$ cat src/rtl/uart_tx_fifo.sv
// UART transmitter fed by a small byte FIFO; 8 data bits, LSB first, one stop bit.
// Define UART_TX_PARITY_EN to insert an even-parity bit between the data and stop bits.
module uart_tx_fifo #(
   parameter int BAUD_DIV   = 16,
   parameter int FIFO_DEPTH = 4
) (
   input  logic       clk,
   input  logic       reset,
   input  logic       we,
   input  logic [7:0] din,
   output logic       full,
   output logic       empty,
   output logic       busy,
   output logic       ovf,
   input  logic       ovf_clr,
   output logic       TxD
);

   localparam int AW = $clog2(FIFO_DEPTH);
   localparam int CW = $clog2(BAUD_DIV);
   localparam logic [CW-1:0] BAUD_LAST = CW'(BAUD_DIV - 1);
   localparam logic [AW:0]   CNT_FULL  = (AW + 1)'(FIFO_DEPTH);

   typedef enum logic [2:0] {
      IDLE   = 3'd0,
      START  = 3'd1,
      DATA   = 3'd2,
`ifdef UART_TX_PARITY_EN
      PARITY = 3'd3,
`endif
      STOP   = 3'd4
   } state_t;

   logic [7:0]    r_mem [FIFO_DEPTH];
   logic [AW-1:0] r_wptr, r_rptr;
   logic [AW:0]   r_count, w_count_nxt;
   logic          r_full, r_empty, r_ovf;
   state_t        r_state, w_state_nxt;
   logic [CW-1:0] r_baud, w_baud_nxt;
   logic [2:0]    r_bit, w_bit_nxt;
   logic [7:0]    r_shift, w_shift_nxt;
   logic          r_txd, w_txd_nxt;
   logic          w_push, w_pop, w_baud_done;
`ifdef UART_TX_PARITY_EN
   logic          r_par, w_par_nxt;
`endif

   // A write while full is dropped even if the FSM pops in the same cycle.
   assign w_push      = we & ~r_full;
   assign w_baud_done = (r_baud == '0);

   always_comb begin
      w_count_nxt = r_count;
      case ({w_push, w_pop})
         2'b10:   w_count_nxt = r_count + 1'b1;
         2'b01:   w_count_nxt = r_count - 1'b1;
         default: w_count_nxt = r_count;
      endcase
   end

   always_comb begin
      w_state_nxt = r_state;
      w_baud_nxt  = r_baud;
      w_bit_nxt   = r_bit;
      w_shift_nxt = r_shift;
      w_pop       = 1'b0;
`ifdef UART_TX_PARITY_EN
      w_par_nxt   = r_par;
`endif
      case (r_state)
         IDLE: w_pop = ~r_empty;
         START:
            if (w_baud_done) begin
               w_state_nxt = DATA;
               w_baud_nxt  = BAUD_LAST;
               w_bit_nxt   = 3'd0;
            end else
               w_baud_nxt = r_baud - 1'b1;
         DATA:
            if (w_baud_done) begin
               w_baud_nxt = BAUD_LAST;
               if (r_bit == 3'd7) begin
`ifdef UART_TX_PARITY_EN
                  w_state_nxt = PARITY;
`else
                  w_state_nxt = STOP;
`endif
               end else begin
                  w_bit_nxt   = r_bit + 3'd1;
                  w_shift_nxt = {1'b0, r_shift[7:1]};
               end
            end else
               w_baud_nxt = r_baud - 1'b1;
`ifdef UART_TX_PARITY_EN
         PARITY:
            if (w_baud_done) begin
               w_state_nxt = STOP;
               w_baud_nxt  = BAUD_LAST;
            end else
               w_baud_nxt = r_baud - 1'b1;
`endif
         STOP:
            if (w_baud_done) begin
               w_pop       = ~r_empty;
               w_state_nxt = IDLE;
               w_baud_nxt  = '0;
            end else
               w_baud_nxt = r_baud - 1'b1;
         default: w_state_nxt = IDLE;
      endcase

      // Popping a byte always starts a new frame, from IDLE or straight out of STOP.
      if (w_pop) begin
         w_state_nxt = START;
         w_baud_nxt  = BAUD_LAST;
         w_shift_nxt = r_mem[r_rptr];
`ifdef UART_TX_PARITY_EN
         w_par_nxt   = ^r_mem[r_rptr];
`endif
      end

      case (w_state_nxt)
         START:   w_txd_nxt = 1'b0;
         DATA:    w_txd_nxt = w_shift_nxt[0];
`ifdef UART_TX_PARITY_EN
         PARITY:  w_txd_nxt = w_par_nxt;
`endif
         default: w_txd_nxt = 1'b1;
      endcase
   end

   always_ff @(posedge clk) begin
      if (reset) begin
         r_state <= IDLE;
         r_baud  <= '0;
         r_bit   <= 3'd0;
         r_txd   <= 1'b1;
         r_wptr  <= '0;
         r_rptr  <= '0;
         r_count <= '0;
         r_empty <= 1'b1;
         r_full  <= 1'b0;
         r_ovf   <= 1'b0;
      end else begin
         r_state <= w_state_nxt;
         r_baud  <= w_baud_nxt;
         r_bit   <= w_bit_nxt;
         r_txd   <= w_txd_nxt;
         if (w_push) r_wptr <= r_wptr + 1'b1;
         if (w_pop)  r_rptr <= r_rptr + 1'b1;
         r_count <= w_count_nxt;
         r_empty <= (w_count_nxt == '0);
         r_full  <= (w_count_nxt == CNT_FULL);
         if (we && r_full)
            r_ovf <= 1'b1;
         else if (ovf_clr)
            r_ovf <= 1'b0;
      end
   end

   always_ff @(posedge clk) begin
      if (!reset && w_push) r_mem[r_wptr] <= din;
      r_shift <= w_shift_nxt;
`ifdef UART_TX_PARITY_EN
      r_par   <= w_par_nxt;
`endif
   end

   assign full  = r_full;
   assign empty = r_empty;
   assign busy  = (r_state != IDLE);
   assign ovf   = r_ovf;
   assign TxD   = r_txd;

endmodule

$ cat config.mk
export PLATFORM = sky130hd
export DESIGN_NAME = uart_tx_fifo
export DESIGN_NICKNAME = d
export VERILOG_FILES = /design/src/rtl/uart_tx_fifo.sv
export SDC_FILE = /design/constraint.sdc
export NUM_CORES = 1
export LEC_CHECK = 0
export ABC_AREA = 1
export BUFFER_PORTS_ARGS = -buffer_cell sky130_fd_sc_hd__buf_4
export CAP_MARGIN = 25
export CORE_MARGIN = 3
export CORE_UTILIZATION = 45
export CTS_CLUSTER_DIAMETER = 40
export CTS_CLUSTER_SIZE = 25
export DETAILED_ROUTE_END_ITERATION = 10
export GPL_TIMING_DRIVEN = 0
export PLACE_DENSITY_LB_ADDON = 0.05
export SYNTH_ARGS = -nofsm -noshare
export SYNTH_HDL_FRONTEND = slang
export SYNTH_SLANG_ARGS = --single-unit
$ cat constraint.sdc
create_clock -name clk -period 2.8 [get_ports clk]
set_input_delay 0.14 -clock clk [delete_from_list [all_inputs] [get_ports clk]]
set_output_delay 0.14 -clock clk [all_outputs]
set_load 0.05 [all_outputs]
-- Word level (Yosys, flattened, before mapping)
Memory sizes are Yosys's and may differ from the RTL's. A register that Yosys moved wholly into a read port is not among the register bits.
Index checks and enable logic that the tools add are counted.
- $add $sub $neg: 6
- bitwise operators: 3
- equality and inequality tests: 13
- reductions and logical operators: 15
- muxes and demuxes: 28
- operators by type and width (kind ; number):
    $mux W8 ; 4
    $mux W3 ; 8
    $mux W4 ; 3
    $pmux W3 S2 ; 2
    $pmux W3 S4 ; 1
    $eq A3 B3 Y1 const B ; 3
    $ne A2 B2 Y1 const B ; 4
    $pmux W4 S2 ; 1
    $reduce_bool A2 Y1 ; 4
    $add A3 B1 Y3 const B ; 2
    $eq A3 B1 Y1 const B ; 2
    $eq A3 B2 Y1 const B ; 2
    $logic_not A3 Y1 ; 2
    $reduce_bool A3 Y1 ; 2
    $mux W1 ; 5
    $add A2 B1 Y2 const B ; 2
    $logic_not A4 Y1 ; 1
    $mux W2 ; 2
    $pmux W1 S2 ; 2
    $reduce_and A4 Y1 ; 1
    $sub A4 B1 Y4 const B ; 1
    $reduce_and A3 Y1 ; 1
    $sub A3 B1 Y3 const B ; 1
    $eq A2 B1 Y1 const B ; 1
    6 further kinds ; 8
- memories: 1
- output and inout bits: 5
- bits in registers: 29
- memory bits (writable): 32
- memories (memory ; words ; width ; rd ports ; clocked after Yosys merged registers in ; wr ports ; line ; RTL):
    r_mem ; 4 ; 8 ; 1 ; 1 ; 1 ; 34 ; logic [7:0] r_mem [FIFO_DEPTH];

-- Depth between registers and ports, before layout
Gate-level depths: netlist of run 1.
- depth in word-level cells: 7
- gate-level depth with buffers: 12
- mapped depth without buffers: 11

-- Worst setup path before layout of run 1
OpenSTA, ideal clock, no wires.
- path type: register to register
- start: reg r_empty (netlist: empty)
- end: reg r_full (netlist: full)
- period minus slack after synthesis: 2198 ps
- data required time: 2689 ps
- slack: 602 ps
- arrival time: 2087 ps
- setup time: 111 ps
- buffers on the path: 1
- stages on the path, launching flop included: 12
- cell sequence: dfxtp_1 -> inv_1 -> nand2_1 -> a21oi_4 -> buf_6 -> ha_1 -> fa_1 -> a21oi_1 -> o21ai_0 -> xor2_1 -> nand2_1 -> nor2_1
- word-level cells in the longest chain between the ends: 6
- ends and longest elaborated chain (what ; line ; RTL):
    start: declaration ; 37 ; logic r_full, r_empty, r_ovf;
    start signal: assignment ; 152 ; r_empty <= (w_count_nxt == '0);
    $not A1 Y1 (*) ; 71, 104 ;
    $mux W1 ; 103 ; if (w_baud_done) begin
    $pmux W1 S2 (*) ; 70 ; case (r_state)
    net w_pop ; 43 ; logic w_push, w_pop, w_baud_done;
    $eq A2 B1 Y1 or $eq A2 B2 Y1 (tied branches) ; 54 ; case ({w_push, w_pop})
    $pmux W3 S2 (*) ; 54 ;
    $eq A3 B3 Y1 (*) ; 153 ; r_full <= (w_count_nxt == CNT_FULL);
    end signal: assignment ; 153 ;
    end: declaration ; 37 ;
The timed path passes the listed nets; every way through them passes the cells marked *.
A chain may end at the register's enable or synchronous reset.

-- Worst setup path after layout of run 1
- start: reg r_baud[0]
- end: reg r_empty (netlist: empty)
- word-level cells in the longest chain between the ends: 6
- ends and longest elaborated chain (what ; line ; RTL):
    start: declaration ; 39 ; logic [CW-1:0] r_baud, w_baud_nxt;
    start signal: assignment ; 146 ; r_baud <= w_baud_nxt;
    $logic_not A4 Y1 (*) ; 50 ; assign w_baud_done = (r_baud == '0);
    $mux W1 (*) ; 103 ;
    $pmux W1 S2 (*) ; 70 ;
    net w_pop ; 43 ;
    $eq A2 B1 Y1 or $eq A2 B2 Y1 (tied branches) ; 54 ;
    $pmux W3 S2 (*) ; 54 ;
    $logic_not A3 Y1 (*) ; 152 ;
Marked as above.

==> results of run 1 <==
metrics by stage:
stage	setup WS (ps)	utilization	instance area (um^2)	hold WS, ps	std cells
6_report	396.0	0.5615	3187	23.47	386
5_1_grt	93.53	0.5615	3187	11.55	386
4_1_cts	360.8	0.5589	3172	3.440	384
3_5_place_dp	371.5	0.5152	2924	345.0	362
3_3_place_gp	414.6	0.5152	2924	343.3	362
2_1_floorplan	601.5	-	2721	238.9	275
area by class of cell:
type | count | area share
inverter | 30 | 0.03534
tap | 72 | 0.02827
multi-input combinational | 176 | 0.2894
timing repair buffer | 23 | 0.05889
buffer | 6 | 0.01099
clock inverter | 7 | 0.02002
clock buffer | 9 | 0.03887
sequential | 63 | 0.5183
flip-flops by register name (all words and copies together) (netlist names), named ones only:
| name | flops |
|---|---|
| empty | 1 |
| r_wptr | 2 |
| r_bit | 3 |
| ovf | 1 |
| TxD | 1 |
| r_baud | 4 |
| r_state | 3 |
| r_count | 3 |
| r_mem | 32 |
| full | 1 |
| r_shift | 8 |
| r_rptr | 2 |
cells in the mapped netlist:
cell type / count / area [um^2]
a21oi_1: 10 / 50.05
a21oi_4: 1 / 16.27
and2_2: 1 / 7.510
buf_2: 3 / 15.01
buf_6: 1 / 11.26
clkbuf_1: 1 / 3.750
clkbuf_2: 1 / 5.000
dfxtp_1: 24 / 480.5
edfxtp_1: 39 / 1171
fa_1: 1 / 20.02
ha_1: 8 / 100.1
inv_1: 29 / 108.9
inv_2: 1 / 3.750
mux2i_1: 1 / 10.01
nand2_1: 60 / 225.2
nand2_2: 2 / 12.51
nand3_1: 10 / 50.05
nand3_2: 1 / 10.01
nand4_1: 1 / 6.260
nor2_1: 35 / 131.4
nor2_2: 1 / 6.260
nor2_4: 3 / 33.78
nor3_1: 2 / 10.01
o211ai_1: 1 / 7.510
o21ai_0: 26 / 130.1
o21bai_4: 1 / 18.77
o22ai_1: 7 / 43.79
or2_2: 1 / 6.260
xor2_1: 3 / 26.28
logic make-up after synthesis:
kind of cell / after synthesis / share of synthesized area
simple gates: 117 / 0.1835
buf+inv: 36 / 0.05424
xor+xnor: 3 / 0.009657
flops: 63 / 0.6069
fa+ha+maj: 9 / 0.04414
compound gates: 46 / 0.09793
mux: 1 / 0.003678
power breakdown:
part           leakage [nW]  switching (mW)  internal (mW)
clock                0.0941           0.341          0.403
sequential            0.556          0.0876           1.20
combinational         0.688           0.754          0.397
total                  1.34            1.18           2.00
path summary, 6_finish.rpt:
path	startpoint	to	slack, ps	cells after the start
max	r_baud[0]$_SDFFE_PP0P_	empty$_SDFF_PP1_	400	10
min reg2reg	ovf$_SDFFE_PP0P_	ovf$_SDFFE_PP0P_	470	2
min	din[6]	r_mem[1][6]$_DFFE_PP_	20	1
max reg2reg	r_baud[0]$_SDFFE_PP0P_	empty$_SDFF_PP1_	400	10
per-layer routing:
metal  vias to the layer above  GRT usage  share of wire
met4                         0    0.08772          0.023
met2                        35     0.2155           0.43
met3                        10    0.03356          0.036
li1                        984          -              -
met5                         -          0              0
met1                       865     0.2207           0.51
critical path: cells and delay by family (launching register included):
kind            cells  cell delay [ps]
compound gates      2              440
fa+ha+maj           3              880
buf+inv             2              280
flops               1              310
mux                 1              180
simple gates        2              240
==> impl_metrics.py, run 1 <==
metrics = {
    "status": {
        "status": "finished, final reports clean",
    },
    "yosys": {
        "ys_seq_area_frac": 0.6069,
        "yosys_register_bits": 63,
        "syn_avg_cell_area_um2": 9.896,
        "ys_types": 29,
        "syn_nets": 296,
        "netlist_instances": 275,
        "yosysWarningCount": 0,
        "synthesis.area_mm2": 0.002721,
    },
    "setup_path": {
        "cp-end-kind": "register",
        "crit_top_cell": "ha_1",
        "crit_required_ps": 3070,
        "path_max_fanout": 10,
        "cpMaxStageDelayCell": "fa_1",
        "critical_path.startpoint_type": "register",
        "critPathMaxStageDelay_ps": 430,
        "critPathArrivalTime_ps": 2670,
        "worstSetupPathType": "register to register",
        "crit_chain": "inv_1 > ha_1 > nand2_2 > a21oi_4 > buf_6 > ha_1 > fa_1 > mux2i_1 > nand2_1 > o21ai_0",
    },
    "global_routing": {
        "grt_max_degree": 12,
        "track_usage": 0.1546,
        "grt_pass1_wl_um": 8362,
        "grt_pass1_vias": 1796,
        "grt_antenna_before_repair": 0,
        "grt_remaining_overflow": 0,
    },
    "power_and_ir_drop": {
        "p_leak_nw": 1.338,
        "pwr_density_cell_mw_per_mm2": 997.5,
        "ir_drop_v": 0.0005839,
        "power_mw": 3.179,
    },
    "worst_hold_path": {
        "hold_path.class": "primary input to register",
    },
    "clocking": {
        "h-tree-depth": 3,
        "cts_made_buffers": 9,
        "cts_resized": 0,
        "clk_latency_ps": 330,
        "clk_pin_slew_ps": 70,
        "hold_buffers": 6,
        "cts.path.max_buffers": 2,
        "clockRootBuffer": "clkbuf_8",
        "postCtsSetupBuffers": 0,
        "cts_tree": "done",
        "clock_sinks": 63,
    },
    "floorplan": {
        "start_util": 0.4795,
        "die_h_um": 83.77,
        "ios": 17,
        "rows": 27,
        "fp.dieW_um": 83.77,
        "core_area_mm2": 0.005675,
        "dieArea_mm2": 0.007017,
    },
    "timing": {
        "rsz0062_at_grt": "false",
        "final.setup_skew_ps": 8.743,
        "max_slew_margin": 0.4427,
        "drv_slew": 0,
        "worstMarginPinSlew_ps": 832.9,
        "finalCriticalPeriod_ps": 2404,
        "hold_viol_final": 0,
        "timing.fmax_ghz": 0.4160,
        "fin_setup_tns_ps": 0,
        "min_period_over_period": 0.8586,
        "setup_violations": 0,
    },
    "final_layout": {
        "n_fill_cell": 523,
        "multiInputGateArea_um2": 922.1,
        "final_common_cell": "nand2_1",
        "seq_area_mm2": 0.001652,
        "nNetsFinal": 330,
        "num_antenna_cells": 0,
        "drive_gt1_frac": 0.1497,
        "areaGrowthSynthToFinish_pct": 17.10,
        "final_cell_mix": "nand2_1, edfxtp_1, nor2_1",
    },
    "routing": {
        "postRouteAntennaNets": 0,
        "drc": 0,
        "vias_per_cell": 4.907,
        "drt-initial-drc-count": 111,
        "vias": 1894,
        "drt_first_pass_iters": 5,
        "wl_per_cell_um": 13.04,
        "routed_wl_um": 5032,
    },
    "place": {
        "gp_congestion": 0.7730,
        "place_hpwl_um": 3370,
        "port_buffers": 15,
    },
    "run": {
        "maxCapViolations": 0,
    },
}
Note: power is estimated with default switching activity, not from simulation.
==> inputs of run 2 (changes only) <==
--- a/config.mk
+++ b/config.mk
@@ -14,4 +14,5 @@
 export CTS_CLUSTER_SIZE = 25
 export DETAILED_ROUTE_END_ITERATION = 10
+export GPL_ROUTABILITY_DRIVEN = 1
 export GPL_TIMING_DRIVEN = 0
 export PLACE_DENSITY_LB_ADDON = 0.05
==> constraint.sdc (replaced) <==
create_clock -name clk -period 2.8 [get_ports clk]
set_input_delay 0.28 -clock clk [delete_from_list [all_inputs] [get_ports clk]]
set_output_delay 0.28 -clock clk [all_outputs]
set_load 0.05 [all_outputs]
==> run 2 against run 1 <==
Against the previous run: flip-flop and latch count did not move; wire length is 1.3% lower; count of clock-buffer cells in the layout unchanged; clock power about the same; critical endpoint unchanged; largest cell class unchanged; largest power group unchanged.
==> impl_metrics.py, run 2 (same netlist as run 1, synthesis figures left out) <==
metrics = {
    "final_layout": {
        "largest_register": "r_mem",
        "fin_cells": 379,
        "nNetsFinal": 323,
        "largest_reg_flops": 32,
        "n_fill_cell": 527,
        "top_regs": "r_mem: 32 flops, r_shift: 8 flops, r_baud: 4 flops",
        "final_common_cell": "nand2_1",
        "final_cell_mix": "nand2_1, edfxtp_1, nor2_1",
        "finish.utilization": 0.5492,
        "num_antenna_cells": 0,
        "multiInputGateArea_um2": 922.1,
        "areaGrowthSynthToFinish_pct": 14.53,
        "seq_area_mm2": 0.001652,
        "drive_gt1_frac": 0.1531,
    },
    "global_routing": {
        "grt_pass1_vias": 1768,
        "grt_antenna_before_repair": 0,
        "track_usage": 0.1533,
        "grt_remaining_overflow": 0,
        "grt_max_degree": 12,
        "grt_pass1_wl_um": 8286,
    },
    "power_and_ir_drop": {
        "pwr_density_cell_mw_per_mm2": 1018,
        "ir_drop_v": 0.0005873,
        "power.switching_mw": 1.183,
        "power_frac_clock": 0.235,
        "p_leak_nw": 1.309,
        "internal-power_mw": 1.989,
        "power_mw": 3.173,
        "switching_share": 0.3730,
        "pwr-share-seq": 0.404,
        "combPwrFrac": 0.361,
    },
    "timing": {
        "hold_viol_final": 0,
        "drv_slew": 0,
        "timing.fmax_ghz": 0.4137,
        "final.setup_skew_ps": 8.643,
        "setup_violations": 0,
        "fin_setup_tns_ps": 0,
        "max_slew_margin": 0.4427,
        "finalCriticalPeriod_ps": 2417,
        "rsz0062_at_grt": "false",
        "min_period_over_period": 0.8633,
        "worstMarginPinSlew_ps": 832.9,
    },
    "place": {
        "place_hpwl_um": 3370,
        "port_buffers": 15,
        "gp_congestion": 0.7730,
        "dp_cells": 362,
    },
    "clocking": {
        "hold_buffers": 0,
        "clockRootBuffer": "clkbuf_8",
        "clk_pin_slew_ps": 70,
        "clk_latency_ps": 330,
        "cts_resized": 0,
        "cts_tree": "done",
        "cts.path.max_buffers": 2,
        "cts_made_buffers": 9,
        "postCtsSetupBuffers": 0,
        "clock_sinks": 63,
        "h-tree-depth": 3,
    },
    "floorplan": {
        "dieArea_mm2": 0.007017,
        "die_h_um": 83.77,
        "rows": 27,
        "core_area_mm2": 0.005675,
        "ios": 17,
        "fp.dieW_um": 83.77,
        "start_util": 0.4795,
    },
    "setup_path": {
        "critPathMaxStageDelay_ps": 430,
        "critical_path.startpoint_type": "register",
        "crit_family": "adder cells",
        "cpMaxStageDelayCell": "fa_1",
        "critPathArrivalTime_ps": 2680,
        "crit_top_cell": "ha_1",
        "crit_buf_inv": 2,
        "worstSetupPathType": "register to register",
        "crit_chain": "inv_1 > ha_1 > nand2_2 > a21oi_4 > buf_6 > ha_1 > fa_1 > mux2i_1 > nand2_1 > o21ai_0",
        "cp-end-kind": "register",
        "crit_required_ps": 3070,
        "path_max_fanout": 10,
    },
    "routing": {
        "drc": 0,
        "postRouteAntennaNets": 0,
        "vias_per_cell": 4.937,
        "wl_per_cell_um": 13.10,
        "vias": 1871,
        "drt-initial-drc-count": 82,
        "drt_first_pass_iters": 4,
        "routed_wl_um": 4966,
    },
    "worst_hold_path": {
        "hold_path.class": "primary input to register",
    },
    "status": {
        "status": "finished, final reports clean",
    },
    "run": {
        "maxCapViolations": 0,
    },
}
## run 2: final timing paths
kind / from / to / slack (ps) / cells past startpoint
min reg2reg: ovf$_SDFFE_PP0P_ / ovf$_SDFFE_PP0P_ / 470 / 2
max: r_baud[0]$_SDFFE_PP0P_ / empty$_SDFF_PP1_ / 380 / 10
max reg2reg: r_baud[0]$_SDFFE_PP0P_ / empty$_SDFF_PP1_ / 380 / 10
min: din[0] / r_mem[0][0]$_DFFE_PP_ / 140 / 1
## run 2: cell type report
class,count,share of cell area
Sequential cell,63,0.5299
Timing Repair Buffer,16,0.03774
Buffer,6,0.01124
Tap cell,72,0.02890
Inverter,30,0.03613
Multi-Input combinational cell,176,0.2959
Clock inverter,7,0.02047
Clock buffer,9,0.03974
## run 2: power by group through the flow
stage          Combinational, mW  Sequential [mW]  Clock [mW]
6_report                    1.15             1.28       0.744
5_1_grt                     1.31             1.31       0.798
4_1_cts                     1.15             1.29       0.761
3_5_place_dp                1.14             1.31           0
3_3_place_gp                1.13             1.30           0
2_1_floorplan              0.817             1.35           0
## run 2: metal layers
metal  vias up  GRT usage  part of all wire
met2        29     0.2111              0.42
met1       858     0.2207              0.51
met5         -          0                 0
met4         0    0.08772             0.027
li1        971          -                 -
met3        13    0.03356             0.038
## run 2: metrics by stage
| step | hold slack, ps | setup slack (ps) | cell area, um^2 |
|---|---|---|---|
| floorplan | 378.9 | 601.5 | 2721 |
| detailed placement | 459.5 | 371.5 | 2924 |
| CTS | 132.2 | 360.8 | 3112 |
| finish | 143.0 | 382.9 | 3117 |
| global placement | 453.8 | 414.6 | 2924 |
| global route | 133.1 | 93.53 | 3117 |
## run 2: worst register-to-register path, cell delays in order, from the launching register on
cell	delay, ps
dfxtp_1	310
inv_1	90
ha_1	240
nand2_2	140
a21oi_4	290
buf_6	200
ha_1	210
fa_1	430
mux2i_1	190
nand2_1	100
o21ai_0	150
